==> config.mk <==
export PLATFORM = sky130hd
export DESIGN_NAME = adder_err_sweeper
export DESIGN_NICKNAME = d
export VERILOG_FILES = /design/src/rtl/adder_err_pkg.sv /design/src/rtl/adder_err_accum.sv /design/src/rtl/adder_err_sweeper.sv
export SDC_FILE = /design/constraint.sdc
export NUM_CORES = 1
export LEC_CHECK = 0
export CAP_MARGIN = 20
export CORE_ASPECT_RATIO = 1.2
export CORE_MARGIN = 3
export CORE_UTILIZATION = 54
export CTS_CLUSTER_SIZE = 28
export DETAILED_ROUTE_END_ITERATION = 8
export PLACE_DENSITY_LB_ADDON = 0.08
export SYNTH_ARGS = -nofsm -noshare
export SYNTH_HDL_FRONTEND = slang
export SYNTH_SLANG_ARGS = --single-unit
==> constraint.sdc <==
create_clock -name clk -period 11.6 [get_ports clk]
set_input_delay 2.32 -clock clk [delete_from_list [all_inputs] [get_ports clk]]
set_output_delay 2.32 -clock clk [all_outputs]
set_load 0.05 [all_outputs]
==> src/rtl/adder_err_pkg.sv <==
// Shared types and width rules for the approximate-adder error sweeper.
package adder_err_pkg;

   typedef enum logic [1:0] {
      ST_IDLE  = 2'd0,
      ST_RUN   = 2'd1,
      ST_DRAIN = 2'd2,
      ST_DONE  = 2'd3
   } state_t;

   localparam int W_DEF = 8;
   localparam int CNT_W = 2 * W_DEF;
   localparam int ABS_W = 3 * W_DEF + 1;
   localparam int SGN_W = 3 * W_DEF + 2;

endpackage

==> src/rtl/adder_err_accum.sv <==
// Stage 2 of the sweeper: signed error, magnitude, and the running statistics.
module adder_err_accum
   import adder_err_pkg::*;
#(
   parameter int W  = W_DEF,
   parameter int AW = ABS_W,
   parameter int SW = SGN_W
) (
   input  logic          clk,
   input  logic          rst_n,
   input  logic          i_clr,
   input  logic          i_vld,
   input  logic [W:0]    i_sum_p1,
   input  logic [W:0]    i_exact_p1,
   input  logic [W-1:0]  i_a_p1,
   input  logic [W-1:0]  i_b_p1,
   output logic [2*W:0]  o_err_count,
   output logic [AW-1:0] o_sum_abs,
   output logic [SW-1:0] o_sum_sgn,
   output logic [W:0]    o_max_abs,
   output logic [W-1:0]  o_wce_a,
   output logic [W-1:0]  o_wce_b
);

   // |err| never exceeds 2^(W+1)-1, so W+1 bits always hold it.
   function automatic logic [W:0] abs_err(input logic signed [W+1:0] e);
      return (W+1)'(e[W+1] ? -e : e);
   endfunction

   logic signed [W+1:0] w_err;
   logic        [W:0]   w_abs;
   logic        [2*W:0] r_err_count;
   logic        [AW-1:0] r_sum_abs;
   logic signed [SW-1:0] r_sum_sgn;
   logic        [W:0]   r_max_abs;
   logic        [W-1:0] r_wce_a;
   logic        [W-1:0] r_wce_b;

   assign w_err = $signed({1'b0, i_sum_p1}) - $signed({1'b0, i_exact_p1});
   assign w_abs = abs_err(w_err);

   // ---- stage 2: accumulate ----
   always_ff @(posedge clk or negedge rst_n) begin
      if (!rst_n) begin
         r_err_count <= '0;
         r_sum_abs   <= '0;
         r_sum_sgn   <= '0;
         r_max_abs   <= '0;
         r_wce_a     <= '0;
         r_wce_b     <= '0;
      end else if (i_clr) begin
         r_err_count <= '0;
         r_sum_abs   <= '0;
         r_sum_sgn   <= '0;
         r_max_abs   <= '0;
         r_wce_a     <= '0;
         r_wce_b     <= '0;
      end else if (i_vld) begin
         r_err_count <= r_err_count + {{(2*W){1'b0}}, (w_err != '0)};
         r_sum_abs   <= r_sum_abs + AW'(w_abs);
         r_sum_sgn   <= r_sum_sgn + {{(SW-W-2){w_err[W+1]}}, w_err};
         // Strictly greater keeps the earliest pair on ties.
         if (w_abs > r_max_abs) begin
            r_max_abs <= w_abs;
            r_wce_a   <= i_a_p1;
            r_wce_b   <= i_b_p1;
         end
      end
   end

   assign o_err_count = r_err_count;
   assign o_sum_abs   = r_sum_abs;
   assign o_sum_sgn   = r_sum_sgn;
   assign o_max_abs   = r_max_abs;
   assign o_wce_a     = r_wce_a;
   assign o_wce_b     = r_wce_b;

endmodule

==> src/rtl/adder_err_sweeper.sv <==
// Exhaustive operand sweep of an external W+W adder, comparing against the exact sum.
module adder_err_sweeper
   import adder_err_pkg::*;
#(
   parameter int W = W_DEF
) (
   input  logic           clk,
   input  logic           rst_n,
   input  logic           start,
   input  logic           abort,
   output logic [W-1:0]   op_a,
   output logic [W-1:0]   op_b,
   input  logic [W:0]     dut_sum,
   output logic           busy,
   output logic           done,
   output logic [2*W:0]   err_count,
   output logic [3*W:0]   sum_abs_err,
   output logic [3*W+1:0] sum_sgn_err,
   output logic [W:0]     max_abs_err,
   output logic [W-1:0]   wce_a,
   output logic [W-1:0]   wce_b
);

   localparam int L_CNT = (W == W_DEF) ? CNT_W : 2 * W;

   state_t           r_state;
   logic [L_CNT-1:0] r_cnt;
   logic             r_busy;
   logic             r_done;
   logic             r_vld_p1;
   logic [W:0]       r_sum_p1;
   logic [W:0]       r_exact_p1;
   logic [W-1:0]     r_a_p1;
   logic [W-1:0]     r_b_p1;
   logic             w_start_ok;
   logic             w_clr;

   assign w_start_ok = start && (r_state == ST_IDLE || r_state == ST_DONE);
   assign w_clr      = abort || w_start_ok;

   // ---- control: FSM and sweep counter (A is the major index) ----
   always_ff @(posedge clk or negedge rst_n) begin
      if (!rst_n) begin
         r_state <= ST_IDLE;
         r_cnt   <= '0;
         r_busy  <= 1'b0;
         r_done  <= 1'b0;
      end else if (abort) begin
         r_state <= ST_IDLE;
         r_cnt   <= '0;
         r_busy  <= 1'b0;
         r_done  <= 1'b0;
      end else begin
         case (r_state)
            ST_IDLE, ST_DONE: begin
               if (start) begin
                  r_state <= ST_RUN;
                  r_cnt   <= '0;
                  r_busy  <= 1'b1;
                  r_done  <= 1'b0;
               end
            end
            ST_RUN: begin
               r_cnt <= r_cnt + 1'b1;
               if (r_cnt == '1) r_state <= ST_DRAIN;
            end
            ST_DRAIN: begin
               r_state <= ST_DONE;
               r_busy  <= 1'b0;
               r_done  <= 1'b1;
            end
            default: r_state <= ST_IDLE;
         endcase
      end
   end

   assign op_a = r_cnt[L_CNT-1:W];
   assign op_b = r_cnt[W-1:0];

   // ---- stage 1: capture returned sum and exact reference ----
   always_ff @(posedge clk or negedge rst_n) begin
      if (!rst_n)     r_vld_p1 <= 1'b0;
      else if (abort) r_vld_p1 <= 1'b0;
      else            r_vld_p1 <= (r_state == ST_RUN);
   end

   always_ff @(posedge clk) begin
      r_sum_p1   <= dut_sum;
      r_exact_p1 <= {1'b0, op_a} + {1'b0, op_b};
      r_a_p1     <= op_a;
      r_b_p1     <= op_b;
   end

   adder_err_accum #(
      .W  (W),
      .AW (3 * W + 1),
      .SW (3 * W + 2)
   ) u_accum (
      .clk         (clk),
      .rst_n       (rst_n),
      .i_clr       (w_clr),
      .i_vld       (r_vld_p1),
      .i_sum_p1    (r_sum_p1),
      .i_exact_p1  (r_exact_p1),
      .i_a_p1      (r_a_p1),
      .i_b_p1      (r_b_p1),
      .o_err_count (err_count),
      .o_sum_abs   (sum_abs_err),
      .o_sum_sgn   (sum_sgn_err),
      .o_max_abs   (max_abs_err),
      .o_wce_a     (wce_a),
      .o_wce_b     (wce_b)
   );

   assign busy = r_busy;
   assign done = r_done;

endmodule

==> results.cfg, run 1 <==
[worst_hold_path]
hold_class = reg -> reg

[run]
drv_cap = 0

[layout]
n_antenna_cell = 0
fin_area_sq_um = 10640
final_common_cell = clkdlybuf4s50_1
final_cell_mix = clkdlybuf4s50_1 (122), dfrtp_1 (113), nand2_1 (105), nor2_1 (97), ha_1 (68)
area_delta_synth_final_pct = 22.48
fill_cells = 1298
fin_util_pct = 67.77
fin_nets = 1155
final_cells = 1291
layout-drive-gt1-share_pct = 5.448

[worst_setup_path]
worst_setup_path_end_kind = flop
cp.required_ps = 11910
critPathLaunchType = flop
arrival_ps = 5660
path_class = reg -> reg
worstPathMaxFanout = 30

[place]
place_congestion = 0.9154
port_buffers = 123
dpl.cell_count = 1259
place_area_sq_um = 10080
dp_hpwl_mm = 15.37

[status]
status = finished clean

[clock_network]
cts_buffers = 17
h-tree-depth = 4
cts.path.max_buffers = 2
cts_tree = built
cts.sinks = 148
post_cts_buffers = 0
post_cts_resized = 0
hold_buffers = 0
clk_pin_slew_ps = 60
clock_latency_ps = 430
cts_root_buf = clkbuf_16

[detailed_routing]
routed_wirelength_mm = 21.25
wl_per_cell_microns = 16.46
routed_via_density = 5.697
firstDrtPassIters = 5
drt-initial-drc-count = 492
ant_nets = 0
remaining_drc_errors = 0
via_count = 7355

[synthesis]
synth_cell_types = 69
syn-cell-area_sq_um = 8688
synth-edff-count = 0
syn_nets = 1046
synth_seq_area_share_pct = 40.67
synthArstFlopShare_pct = 77.03
netlist_instances = 961
ys_seq_elements = 148
yosys_warnings = 0
syn_avg_cell_area_sq_um = 9.041
ys.flop_type = dfrtp_1

[floorplan]
die_y_microns = 145.0
die_w_microns = 121.8
io-pin-count = 124
core_sq_um = 15700
std_cell_rows = 50
die-area_sq_um = 17650
floorplan.initialDensity_pct = 55.33

[global_route]
overflow = 0
grt_max_degree = 76
grt_use_total_pct = 24.75
grt_pass1_vias = 7260
antenna_found_initial = 0
grt_pass1_wl_mm = 35.46

[sta]
skew_ps = 6.840
max_freq_mhz = 187.1
finalSetupViolCount = 0
rsz0062_at_grt = no
slew_headroom_pct = 32.88
maxSlewViolCount = 0
hold_viol_final = 0
fin_crit_sh_pct = 46.07
max_slew.worst_pin.slew_ps = 1007
timing.final.crit_period_ps = 5345
tns_ps = 0

[power_and_ir_drop]
leakage_uw = 0.004568
powerDensity_nw_per_um2 = 153.9
peakVddDrop_uv = 124.5
## routing by layer
layer	track usage (%)	up-vias	part of all wire [%]
li1	-	3614	-
met4	8.857	0	2.7
met3	5.380	38	4.2
met2	42.73	173	51
met1	30.15	3530	42
met5	0	-	0
## path summary, 6_finish.rpt
kind	depth (start not counted)	start	slack [ps]	end
max in group asynchronous	2	rst_n	8300	r_vld_p1
setup reg to reg	16	r_exact_p1[1]	6260	u_accum.o_max_abs[8]
hold / removal	2	r_b_p1[3]	430	u_accum.o_wce_b[3]
hold reg to reg	2	r_b_p1[3]	430	u_accum.o_wce_b[3]
min in group asynchronous	1	rst_n	1880	u_accum.o_sum_sgn[10]
setup / recovery	16	r_exact_p1[1]	6260	u_accum.o_max_abs[8]
## cell families (layout without fill, tap and decap cells)
kind of cell	Yosys count	after routing	share of synthesized area, %
flip-flops	148	148	40.67
multiplexers	23	23	2.664
buffers and inverters	85	207	3.701
AND/OR/NAND/NOR	348	348	18.91
AO/OA/AOI/OAI	218	218	16.59
XOR/XNOR	67	67	6.754
adder cells (fa/ha/maj)	72	72	10.71
## Yosys cell counts (all sizes together) (4+ instances only)
| cell type | n | share of area, % |
|---|---|---|
| xor2 | 24 | 2.4 |
| buf | 6 | 0.29 |
| dfrtp | 114 | 33 |
| clkbuf | 31 | 1.3 |
| nand2b | 8 | 0.58 |
| and2 | 5 | 0.37 |
| o22ai | 4 | 0.29 |
| and3 | 16 | 1.2 |
| o211a | 6 | 0.69 |
| a211o | 6 | 0.60 |
| inv | 45 | 1.9 |
| and4 | 4 | 0.40 |
| nor3 | 16 | 0.92 |
| o211ai | 7 | 0.60 |
| o21a | 7 | 0.60 |
| o21ai | 48 | 2.8 |
| fa | 4 | 0.92 |
| dfxtp | 34 | 7.8 |
| nor2b | 11 | 0.79 |
| mux2i | 22 | 2.5 |
| o21bai | 6 | 0.52 |
| o31ai | 6 | 0.52 |
| xnor2 | 43 | 4.3 |
| nand3 | 36 | 2.1 |
| a21o | 14 | 1.2 |
| a211oi | 13 | 1.2 |
| or2 | 6 | 0.43 |
| nand2 | 105 | 4.5 |
| a21oi | 66 | 3.8 |
| or3 | 11 | 0.79 |
| nand4 | 21 | 1.5 |
| nor2 | 97 | 4.2 |
| ha | 68 | 9.8 |
## per-stage QoR
step / power (uW) / hold slack [ps] / setup slack, ps
detailed placement: 1119 / 419.7 / 6103
global route: 1735 / 452.8 / 5740
global placement: 1111 / 415.4 / 6147
finish: 1638 / 434.1 / 6255
CTS: 1650 / 435.5 / 6211
floorplan: 969.5 / 412.1 / 7293
## area by class of cell
cell class	count	area, sq um	area share (%)
multi-input combinational	728	4843	45.51
sequential	148	3535	33.22
timing repair buffer	127	1259	11.83
clock buffer	17	425.4	3.998
tap	208	260.3	2.446
inverter	48	180.2	1.693
clock inverter	15	138.9	1.305
## power breakdown
part	internal [uW]	switching [uW]	total [uW]
clock network	284	241	526
logic	181	341	521
registers	546	44.9	591
total	1010	627	1640
## worst max-delay path, stage by stage (launching register included)
cell	delay [ps]
dfxtp_1	360
inv_1	50
ha_1	260
nor2b_1	160
o211a_1	210
nor2_1	70
o21ai_2	390
clkinv_1	790
o21ai_0	340
xnor2_1	250
ha_1	340
a21o_1	170
a2111oi_0	610
or3_1	880
a2111o_1	150
mux2_2	150
nand3_2	50
## registers in the layout, indices dropped and copies added, names as in the netlist, 2 cells and up
name / flops
u_accum.o_sum_sgn: 26
r_a_p1: 8
u_accum.o_wce_a: 8
u_accum.o_max_abs: 9
u_accum.o_err_count: 17
r_b_p1: 8
r_exact_p1: 9
r_cnt: 16
r_state: 2
r_sum_p1: 9
u_accum.o_sum_abs: 25
u_accum.o_wce_b: 8
Power figures use the tool's default switching activity.
==> run 2, diff against run 1 <==
==> constraint.sdc (replaced) <==
create_clock -name clk -period 5.1 [get_ports clk]
set_input_delay 1.02 -clock clk [delete_from_list [all_inputs] [get_ports clk]]
set_output_delay 1.02 -clock clk [all_outputs]
set_load 0.05 [all_outputs]
==> results.cfg, run 2 (same netlist as run 1, synthesis figures left out) <==
[worst_setup_path]
path_class = reg -> reg
arrival_ps = 4880
worstPathMaxFanout = 13
rrSetupSlack_ps = 520
max_stage_delay_ps = 530
critPathLaunchType = flop
timing.critical_path.mode_cell = ha_1
worst_setup_path_end_kind = flop
cp.required_ps = 5410
cp_cell_sequence = inv_1 > ha_1 > fa_1 > nor2b_1 > o22ai_1 > xnor2_1 > a2111o_1 > a211oi_2 > nor2_1 > xor2_1 > ha_1 > a211o_1 > a2111oi_1 > nor3_2 > buf_4 > a31o_2
cp_slowest_cell = a2111oi_1

[place]
place_congestion = 0.9203
dp_hpwl_mm = 15.57
dpl.cell_count = 1267
port_buffers = 123
pre_cts_ws_ps = 230.8

[layout]
fill_cells = 1284
largest_reg_flops = 26
n_antenna_cell = 0
final_cell_mix = clkdlybuf4s50_1 (122), dfrtp_1 (113), nand2_1 (105), nor2_1 (97), ha_1 (68)
layout-drive-gt1-share_pct = 6.049
final_cells = 1299
fin_nets = 1163
area_delta_synth_final_pct = 23.36
final_common_cell = clkdlybuf4s50_1

[global_route]
grt_use_total_pct = 24.76
grt_pass1_wl_mm = 35.30
antenna_found_initial = 0
grt_max_degree = 80
overflow = 0
grt_pass1_vias = 7122

[clock_network]
cts.sinks = 148
cts_root_buf = clkbuf_16
h-tree-depth = 4
clk_pin_slew_ps = 60
clock_latency_ps = 420
cts.path.max_buffers = 2
hold_buffers = 0
cts_buffers = 17
cts_tree = built

[detailed_routing]
drt-initial-drc-count = 420
ant_nets = 0
routed_wirelength_mm = 21.32
firstDrtPassIters = 5
routed_via_density = 5.635
wl_per_cell_microns = 16.41
via_count = 7320
remaining_drc_errors = 0

[sta]
slew_headroom_pct = 42.74
maxSlewViolCount = 0
hold_viol_final = 0
hold_ws_ps = 429.0
finalSetupViolCount = 0
max_slew.worst_pin.slew_ps = 858.8
worst_slack_ps = 524.7
tns_ps = 0
rsz0062_at_grt = no
max_freq_mhz = 218.6
timing.final.crit_period_ps = 4575
skew_ps = 8.205
fin_crit_sh_pct = 89.71

[floorplan]
core_sq_um = 15700
die_y_microns = 145.0
floorplan.initialDensity_pct = 55.33
die_w_microns = 121.8
die-area_sq_um = 17650
std_cell_rows = 50
io-pin-count = 124

[power_and_ir_drop]
swShare_pct = 36.59
combPwrFrac_pct = 32.8
clkPwrFrac_pct = 32.2
power.switching_uw = 1372
p_int_uw = 2377
powerDensity_nw_per_um2 = 349.7
power_uw = 3748
power_frac_seq_pct = 35.0
leakage_uw = 0.004624
peakVddDrop_uv = 258.6

[status]
status = finished clean

[worst_hold_path]
hold_class = reg -> reg

[run]
drv_cap = 0
[run 2: cell count changes in the layout (fill, tap and decap cells not counted), sizes merged]
cell	delta
buf	+8
inv	-7
clkbuf	+5
clkinv	+4
clkinvlp	-2
[run 2: area by class of cell]
| type | instances | area (sq um) | area share [%] |
|---|---|---|---|
| timing repair buffer | 135 | 1319 | 12.30 |
| sequential | 148 | 3535 | 32.98 |
| clock buffer | 22 | 508.0 | 4.740 |
| tap | 208 | 260.3 | 2.428 |
| inverter | 48 | 180.2 | 1.681 |
| clock inverter | 10 | 66.31 | 0.6187 |
| multi-input combinational | 728 | 4850 | 45.25 |
[run 2: per-layer routing]
layer / GRT usage, % / wire length, microns / up-vias
li1: - / - / 3633
met1: 31.12 / 9229 / 3506
met2: 42.67 / 10790 / 156
met3: 4.600 / 813 / 25
met4: 8.016 / 486 / 0
met5: 0 / 0 / -
[run 2: metrics by stage]
stage               cell area, sq um  util, %
CTS                            10710    68.22
detailed placement             10140    64.56
global placement               10140    64.56
finish                         10720    68.26
global route                   10720    68.26
floorplan                       8688        -
[run 2: timing repair]
item                                    CTS  global route
endpoints found under the setup margin    0            20
resized for setup                         0             2
buffers inserted                          0             0
[run 2: power by group through the flow]
stage	sequential, uW	combinational (uW)	clock, uW
6_report	1310	1230	1210
3_5_place_dp	1340	1230	0
5_1_grt	1320	1350	1280
3_3_place_gp	1340	1220	0
4_1_cts	1310	1230	1230
2_1_floorplan	1490	711	0
[run 2: final timing paths]
kind | start | end | depth (start not counted)
setup / recovery | r_sum_p1[0] | u_accum.o_max_abs[5] | 16
hold / removal | r_b_p1[2] | u_accum.o_wce_b[2] | 2
setup reg to reg | r_sum_p1[0] | u_accum.o_max_abs[5] | 16
hold reg to reg | r_b_p1[2] | u_accum.o_wce_b[2] | 2
max in group asynchronous | rst_n | r_vld_p1 | 2
min in group asynchronous | rst_n | u_accum.o_sum_sgn[10] | 1
[run 2: critical path, delay by kind of cell (launching register included)]
kind | cells | cell delay [ps]
buffers and inverters | 2 | 280
AOI/OAI and AO/OA | 6 | 1950
adders and majority gates | 3 | 950
DFF | 1 | 310
xor gates and xnor gates | 2 | 490
and+or+nand+nor | 3 | 500
